**src/rtl/cpu_ctrl_pkg.sv**
```systemverilog
// Shared encodings for the multicycle CPU control path: FSM states, opcodes,
// ALU operation classes and the packed control word driven to the datapath.
package cpu_ctrl_pkg;

    typedef enum logic [2:0] {
        S_FETCH  = 3'd0,
        S_DECODE = 3'd1,
        S_EXEC   = 3'd2,
        S_MEM    = 3'd3,
        S_WB     = 3'd4,
        S_HALT   = 3'd5
    } state_t;

    localparam logic [5:0] OP_RTYPE = 6'b000000;
    localparam logic [5:0] OP_ADDI  = 6'b001000;
    localparam logic [5:0] OP_SLTI  = 6'b001010;
    localparam logic [5:0] OP_BEQ   = 6'b000100;
    localparam logic [5:0] OP_LW    = 6'b100011;
    localparam logic [5:0] OP_SW    = 6'b101011;
    localparam logic [5:0] OP_HALT  = 6'b111111;

    localparam logic [2:0] ALUOP_ADD   = 3'b000;
    localparam logic [2:0] ALUOP_SUB   = 3'b001;
    localparam logic [2:0] ALUOP_RTYPE = 3'b010;
    localparam logic [2:0] ALUOP_SLT   = 3'b011;

    typedef struct packed {
        logic       mem_req;
        logic       mem_we;
        logic       i_or_d;
        logic       ir_write;
        logic       pc_write;
        logic       pc_src;
        logic       reg_write;
        logic       reg_dst;
        logic       mem_to_reg;
        logic       alu_src;
        logic [2:0] alu_op;
        logic       illegal;
        logic       halted;
    } ctrl_word_t;

    // Opcodes that DECODE accepts, HALT included.
    function automatic logic is_supported(input logic [5:0] op);
        return (op == OP_RTYPE) || (op == OP_ADDI) || (op == OP_SLTI) ||
               (op == OP_BEQ)   || (op == OP_LW)   || (op == OP_SW)   ||
               (op == OP_HALT);
    endfunction

endpackage

```
**src/rtl/ctrl_out_decode.sv**
```systemverilog
// Combinational control-word table: current state plus opcode (and, in a few
// phases, zero flag / memory ready) to the datapath enables and mux selects.
module ctrl_out_decode
    import cpu_ctrl_pkg::*;
(
    input  state_t     state,
    input  logic [5:0] opcode,
    input  logic       zero,
    input  logic       mem_ready,
    output ctrl_word_t cw
);

    always_comb begin
        cw = '0;
        case (state)
            S_FETCH: begin
                cw.mem_req  = 1'b1;
                cw.ir_write = mem_ready;
                cw.pc_write = mem_ready;
            end
            S_DECODE: begin
                cw.illegal = !is_supported(opcode);
            end
            S_EXEC: begin
                case (opcode)
                    OP_RTYPE: cw.alu_op = ALUOP_RTYPE;
                    OP_SLTI:  cw.alu_op = ALUOP_SLT;
                    OP_BEQ:   cw.alu_op = ALUOP_SUB;
                    default:  cw.alu_op = ALUOP_ADD;
                endcase
                cw.alu_src = (opcode == OP_ADDI) || (opcode == OP_SLTI) ||
                             (opcode == OP_LW)   || (opcode == OP_SW);
                // Taken branch overwrites the PC+4 loaded during FETCH.
                if (opcode == OP_BEQ) begin
                    cw.pc_write = zero;
                    cw.pc_src   = zero;
                end
            end
            S_MEM: begin
                cw.mem_req = 1'b1;
                cw.i_or_d  = 1'b1;
                cw.mem_we  = (opcode == OP_SW);
            end
            S_WB: begin
                cw.reg_write  = 1'b1;
                cw.reg_dst    = (opcode == OP_RTYPE);
                cw.mem_to_reg = (opcode == OP_LW);
            end
            S_HALT: begin
                cw.halted = 1'b1;
            end
            default: begin
                cw = '0;
            end
        endcase
    end

endmodule

```
**src/rtl/multicycle_ctrl.sv**
```systemverilog
// Multicycle control FSM: sequences FETCH/DECODE/EXEC/MEM/WB over one shared
// datapath, handshakes the shared memory port and counts retired instructions.
module multicycle_ctrl
    import cpu_ctrl_pkg::*;
#(
    parameter int CNT_W   = 32,
    parameter int ALUOP_W = 3
) (
    input  logic               clk_i,
    input  logic               rst_i,
    input  logic [5:0]         opcode_i,
    input  logic               zero_i,
    input  logic               mem_ready_i,
    output logic               mem_req_o,
    output logic               mem_we_o,
    output logic               i_or_d_o,
    output logic               ir_write_o,
    output logic               pc_write_o,
    output logic               pc_src_o,
    output logic               reg_write_o,
    output logic               reg_dst_o,
    output logic               mem_to_reg_o,
    output logic               alu_src_o,
    output logic [ALUOP_W-1:0] alu_op_o,
    output logic               illegal_o,
    output logic               halted_o,
    output logic [2:0]         state_o,
    output logic [CNT_W-1:0]   retired_o
);

    // Memory handshake: mem_req_o (with i_or_d_o / mem_we_o) stays asserted and
    // stable until a cycle in which mem_ready_i is high; the access completes on
    // that rising edge and the FSM leaves FETCH/MEM. ready is ignored elsewhere.

    state_t           state_q, state_d;
    logic             retire;
    logic [CNT_W-1:0] retired_q;
    ctrl_word_t       cw, cw_out;

    always_ff @(posedge clk_i) begin
        if (!rst_i) begin
            state_q   <= S_FETCH;
            retired_q <= '0;
        end else begin
            state_q <= state_d;
            if (retire) begin
                retired_q <= retired_q + CNT_W'(1);
            end
        end
    end

    always_comb begin
        state_d = state_q;
        retire  = 1'b0;
        case (state_q)
            S_FETCH: begin
                if (mem_ready_i) state_d = S_DECODE;
            end
            S_DECODE: begin
                case (opcode_i)
                    OP_RTYPE, OP_ADDI, OP_SLTI,
                    OP_BEQ, OP_LW, OP_SW:      state_d = S_EXEC;
                    OP_HALT:                   state_d = S_HALT;
                    default:                   state_d = S_FETCH;
                endcase
            end
            S_EXEC: begin
                case (opcode_i)
                    OP_BEQ: begin
                        retire  = 1'b1;
                        state_d = S_FETCH;
                    end
                    OP_LW, OP_SW:              state_d = S_MEM;
                    OP_RTYPE, OP_ADDI, OP_SLTI: state_d = S_WB;
                    default:                   state_d = S_FETCH;
                endcase
            end
            S_MEM: begin
                if (mem_ready_i) begin
                    if (opcode_i == OP_SW) begin
                        retire  = 1'b1;
                        state_d = S_FETCH;
                    end else begin
                        state_d = S_WB;
                    end
                end
            end
            S_WB: begin
                retire  = 1'b1;
                state_d = S_FETCH;
            end
            S_HALT: begin
                state_d = S_HALT;
            end
            default: begin
                state_d = S_FETCH;
            end
        endcase
    end

    ctrl_out_decode u_decode (
        .state     (state_q),
        .opcode    (opcode_i),
        .zero      (zero_i),
        .mem_ready (mem_ready_i),
        .cw        (cw)
    );

    // While reset is held every control output is forced quiet, so an access
    // in flight is abandoned immediately rather than re-requested from FETCH.
    assign cw_out = rst_i ? cw : '0;

    assign mem_req_o    = cw_out.mem_req;
    assign mem_we_o     = cw_out.mem_we;
    assign i_or_d_o     = cw_out.i_or_d;
    assign ir_write_o   = cw_out.ir_write;
    assign pc_write_o   = cw_out.pc_write;
    assign pc_src_o     = cw_out.pc_src;
    assign reg_write_o  = cw_out.reg_write;
    assign reg_dst_o    = cw_out.reg_dst;
    assign mem_to_reg_o = cw_out.mem_to_reg;
    assign alu_src_o    = cw_out.alu_src;
    assign alu_op_o     = ALUOP_W'(cw_out.alu_op);
    assign illegal_o    = cw_out.illegal;
    assign halted_o     = cw_out.halted;
    assign state_o      = state_q;
    assign retired_o    = retired_q;

endmodule

```
**config.mk**
```make
export PLATFORM = sky130hd
export DESIGN_NAME = multicycle_ctrl
export DESIGN_NICKNAME = d
export VERILOG_FILES = /design/src/rtl/cpu_ctrl_pkg.sv /design/src/rtl/ctrl_out_decode.sv /design/src/rtl/multicycle_ctrl.sv
export SDC_FILE = /design/constraint.sdc
export NUM_CORES = 1
export LEC_CHECK = 0
export ABC_CLOCK_PERIOD_IN_PS = 5500
export CAP_MARGIN = 20
export CORE_AREA = 2 2 66 68
export CTS_CLUSTER_SIZE = 12
export DETAILED_ROUTE_END_ITERATION = 16
export DIE_AREA = 0 0 68 70
export GPL_TIMING_DRIVEN = 1
export PLACE_DENSITY = 0.84
export SLEW_MARGIN = 5
export SYNTH_ARGS = -nofsm -noshare
export SYNTH_HDL_FRONTEND = slang
export SYNTH_SLANG_ARGS = --single-unit
export TNS_END_PERCENT = 20
```
**constraint.sdc**
```tcl
create_clock -name clk_i -period 5.5 [get_ports clk_i]
set_input_delay 1.1 -clock clk_i [delete_from_list [all_inputs] [get_ports clk_i]]
set_output_delay 1.1 -clock clk_i [all_outputs]
set_load 0.03 [all_outputs]
```
==> flow_summary.json <==
{
  "status": "finished clean",
  "final_max_slew_viol_count": 0,
  "netlist_top_cells_count": "dfxtp_1 (35), and2_1 (32), xnor2_1 (28), o21ai_0 (17), nor2_1 (13)",
  "holdBufCountCts": 0,
  "slew_headroom": 0.401,
  "syn_to_final_growth_pct": 36.6,
  "drv_cap": 0,
  "synth_nets": 248,
  "start_util": 0.484,
  "cts_resized": 0,
  "place_congestion": 0.834,
  "ys.warnings.count": 0,
  "period_needed_ns": 4.38,
  "synth_cell_types": 38,
  "rows": 24,
  "pwr_density_cell_nw_per_um2": 213,
  "nFillCells": 358,
  "netlist_instances": 237,
  "clock_skew_ns": 0.00448,
  "cp_max_fo": 3,
  "seq_area_frac_synth": 0.349,
  "multi_input_area_um2": 1230,
  "grt.overflow.total": 0,
  "start_kind": "primary input",
  "core_area_um2": 4140,
  "cts_tree": "built",
  "ys_ff_latch": 35,
  "wl_per_cell_um": 13.6,
  "die_h_um": 70,
  "placed_area_um2": 2610,
  "insertion_delay_ns": 0.29,
  "syn_area_um2": 2010,
  "synth-edff-count": 0,
  "dieArea_um2": 4760,
  "synth.top_cell.area_share": 0.349,
  "rsz0062_at_grt": "no",
  "final_cell_area_um2": 2740,
  "cts_max_level": 2,
  "max-vdd-ir-drop_mv": 0.262,
  "hold_class": "reg2reg",
  "post-dp-hpwl_mm": 3.30,
  "cts_num_sinks": 35,
  "grt_max_degree": 39,
  "drt_iter0_drc": 94,
  "setup_viol": 0,
  "setup_tns_ns": 0,
  "power.leakage_uw": 0.000952,
  "finalCritPeriodShare": 0.796,
  "worst_slew_pin_slew_ns": 0.897,
  "via_per_inst": 5.48,
  "routed-via-count": 1879,
  "cp.arrival_ns": 3.28,
  "io_pins": 60,
  "cts.clk_slew.worst_paths_ns": 0.07,
  "placed_cells": 335,
  "grt_pass1_vias": 1695,
  "num_antenna_cells": 0,
  "routed_wl_mm": 4.68,
  "root_buffer": "clkbuf_8",
  "final-hold-violation-count": 0,
  "cts_setup_buffers": 0,
  "drc_errors": 0,
  "clock.fmax_mhz": 228,
  "cp.required_ns": 4.40,
  "antenna_found_initial": 0,
  "grt_pass1_wl_mm": 7.74,
  "synth.most_common_cell": "dfxtp_1",
  "cp-end-kind": "output port",
  "die_w_um": 68,
  "clk_path_buf_depth": 2,
  "drtAntennaViolNets": 0,
  "async_reset_ff_frac": 0,
  "syn_avg_cell_area_um2": 8.46,
  "ff_latch_area_um2": 701,
  "stdcell_count": 343,
  "cts-buffers-inserted": 5,
  "path_class": "in2out",
  "first_pass_iters": 4,
  "drive_gt1_frac": 0.0584,
  "timing.hold.ws_ns": 0.487,
  "grtUsageTotal": 0.207,
  "fin_nets": 301,
  "synth_area_leaders": "dfxtp_1 (35%), xnor2_1 (12%), and2_1 (10%)",
  "yosys.area.top_type": "dfxtp_1",
  "post-route-util": 0.661,
  "portBuffers": 58,
  "ys.flop_type": "dfxtp_1"
}
## worst max-delay path, stage by stage
cell             delay, ns
clkdlybuf4s50_1       0.47
or3b_2                0.49
nor4_1                0.23
and4_1                0.24
or2_2                 0.10
clkdlybuf4s50_1       0.65
## where the power goes
part	leakage (uW)	total, uW	internal (uW)	switching (uW)
clock network	0.0000654	274	181	92.9
registers	0.000282	259	255	3.81
logic	0.000605	51.0	21.2	29.8
total	0.000952	584	457	126
## placed cells by master, fill, tap and decap left out, drive strengths merged
cell type,instances
buf,2
or3,3
o2111ai,7
bufinv,2
ha,1
a211oi,1
a2111oi,2
and2,32
nand4,3
nand2b,4
o21ai,18
nand2,8
or2,2
clkdlybuf4s50,58
a22oi,2
mux2i,1
or3b,1
nand3,7
a21oi,4
or4,1
xor2,1
nor3,6
nor2b,5
inv,4
o211ai,12
nor2,13
o21a,2
nor4,4
conb,1
a21boi,1
clkbuf,6
and3,9
xnor2,28
a21o,1
and4,4
dfxtp,35
## kinds of logic (layout without fill, tap and decap cells)
kind of cell / after synthesis / after routing / synth area share
simple gates: 102 / 102 / 0.295
compound gates: 50 / 50 / 0.179
flops: 35 / 35 / 0.349
xor+xnor: 29 / 29 / 0.127
buf+inv: 18 / 72 / 0.0368
fa+ha+maj: 1 / 1 / 0.00624
other cells: 1 / 1 / 0.00187
mux: 1 / 1 / 0.00499
## cell type report
type / count / share of cell area
tap: 52 / 0.0237
clock buffer: 6 / 0.0265
sequential: 35 / 0.256
timing repair buffer: 60 / 0.217
inverter: 4 / 0.00548
multi-input combinational: 184 / 0.449
clock inverter: 2 / 0.0219
## sequential cells by signal, indices dropped and copies added (netlist names)
register	count
retired_o	32
state_o	3
## stage by stage
stage,setup slack (ns),total power [uW]
floorplan,1.26,294
global placement,1.15,314
detailed placement,1.09,315
CTS,1.09,588
global route,0.967,605
finish,1.12,584
## path summary, 6_finish.rpt
path	startpoint	endpoint	slack, ns	cells after the start
max	rst_i	pc_write_o	1.12	6
min	retired_o[31]	retired_o[31]	0.49	2
max reg2reg	state_o[0]	retired_o[31]	2.85	6
min reg2reg	retired_o[31]	retired_o[31]	0.49	2
## metal layers
layer / up-vias / wire length [um] / part of all wire / GRT usage
met1: 880 / 2170 / 0.46 / 0.278
met2: 57 / 2120 / 0.45 / 0.323
li1: 937 / - / - / -
met5: - / 0 / 0 / 0
met3: 5 / 335 / 0.072 / 0.0548
met4: 0 / 57 / 0.012 / 0.0600
Power figures use the tool's default switching activity.
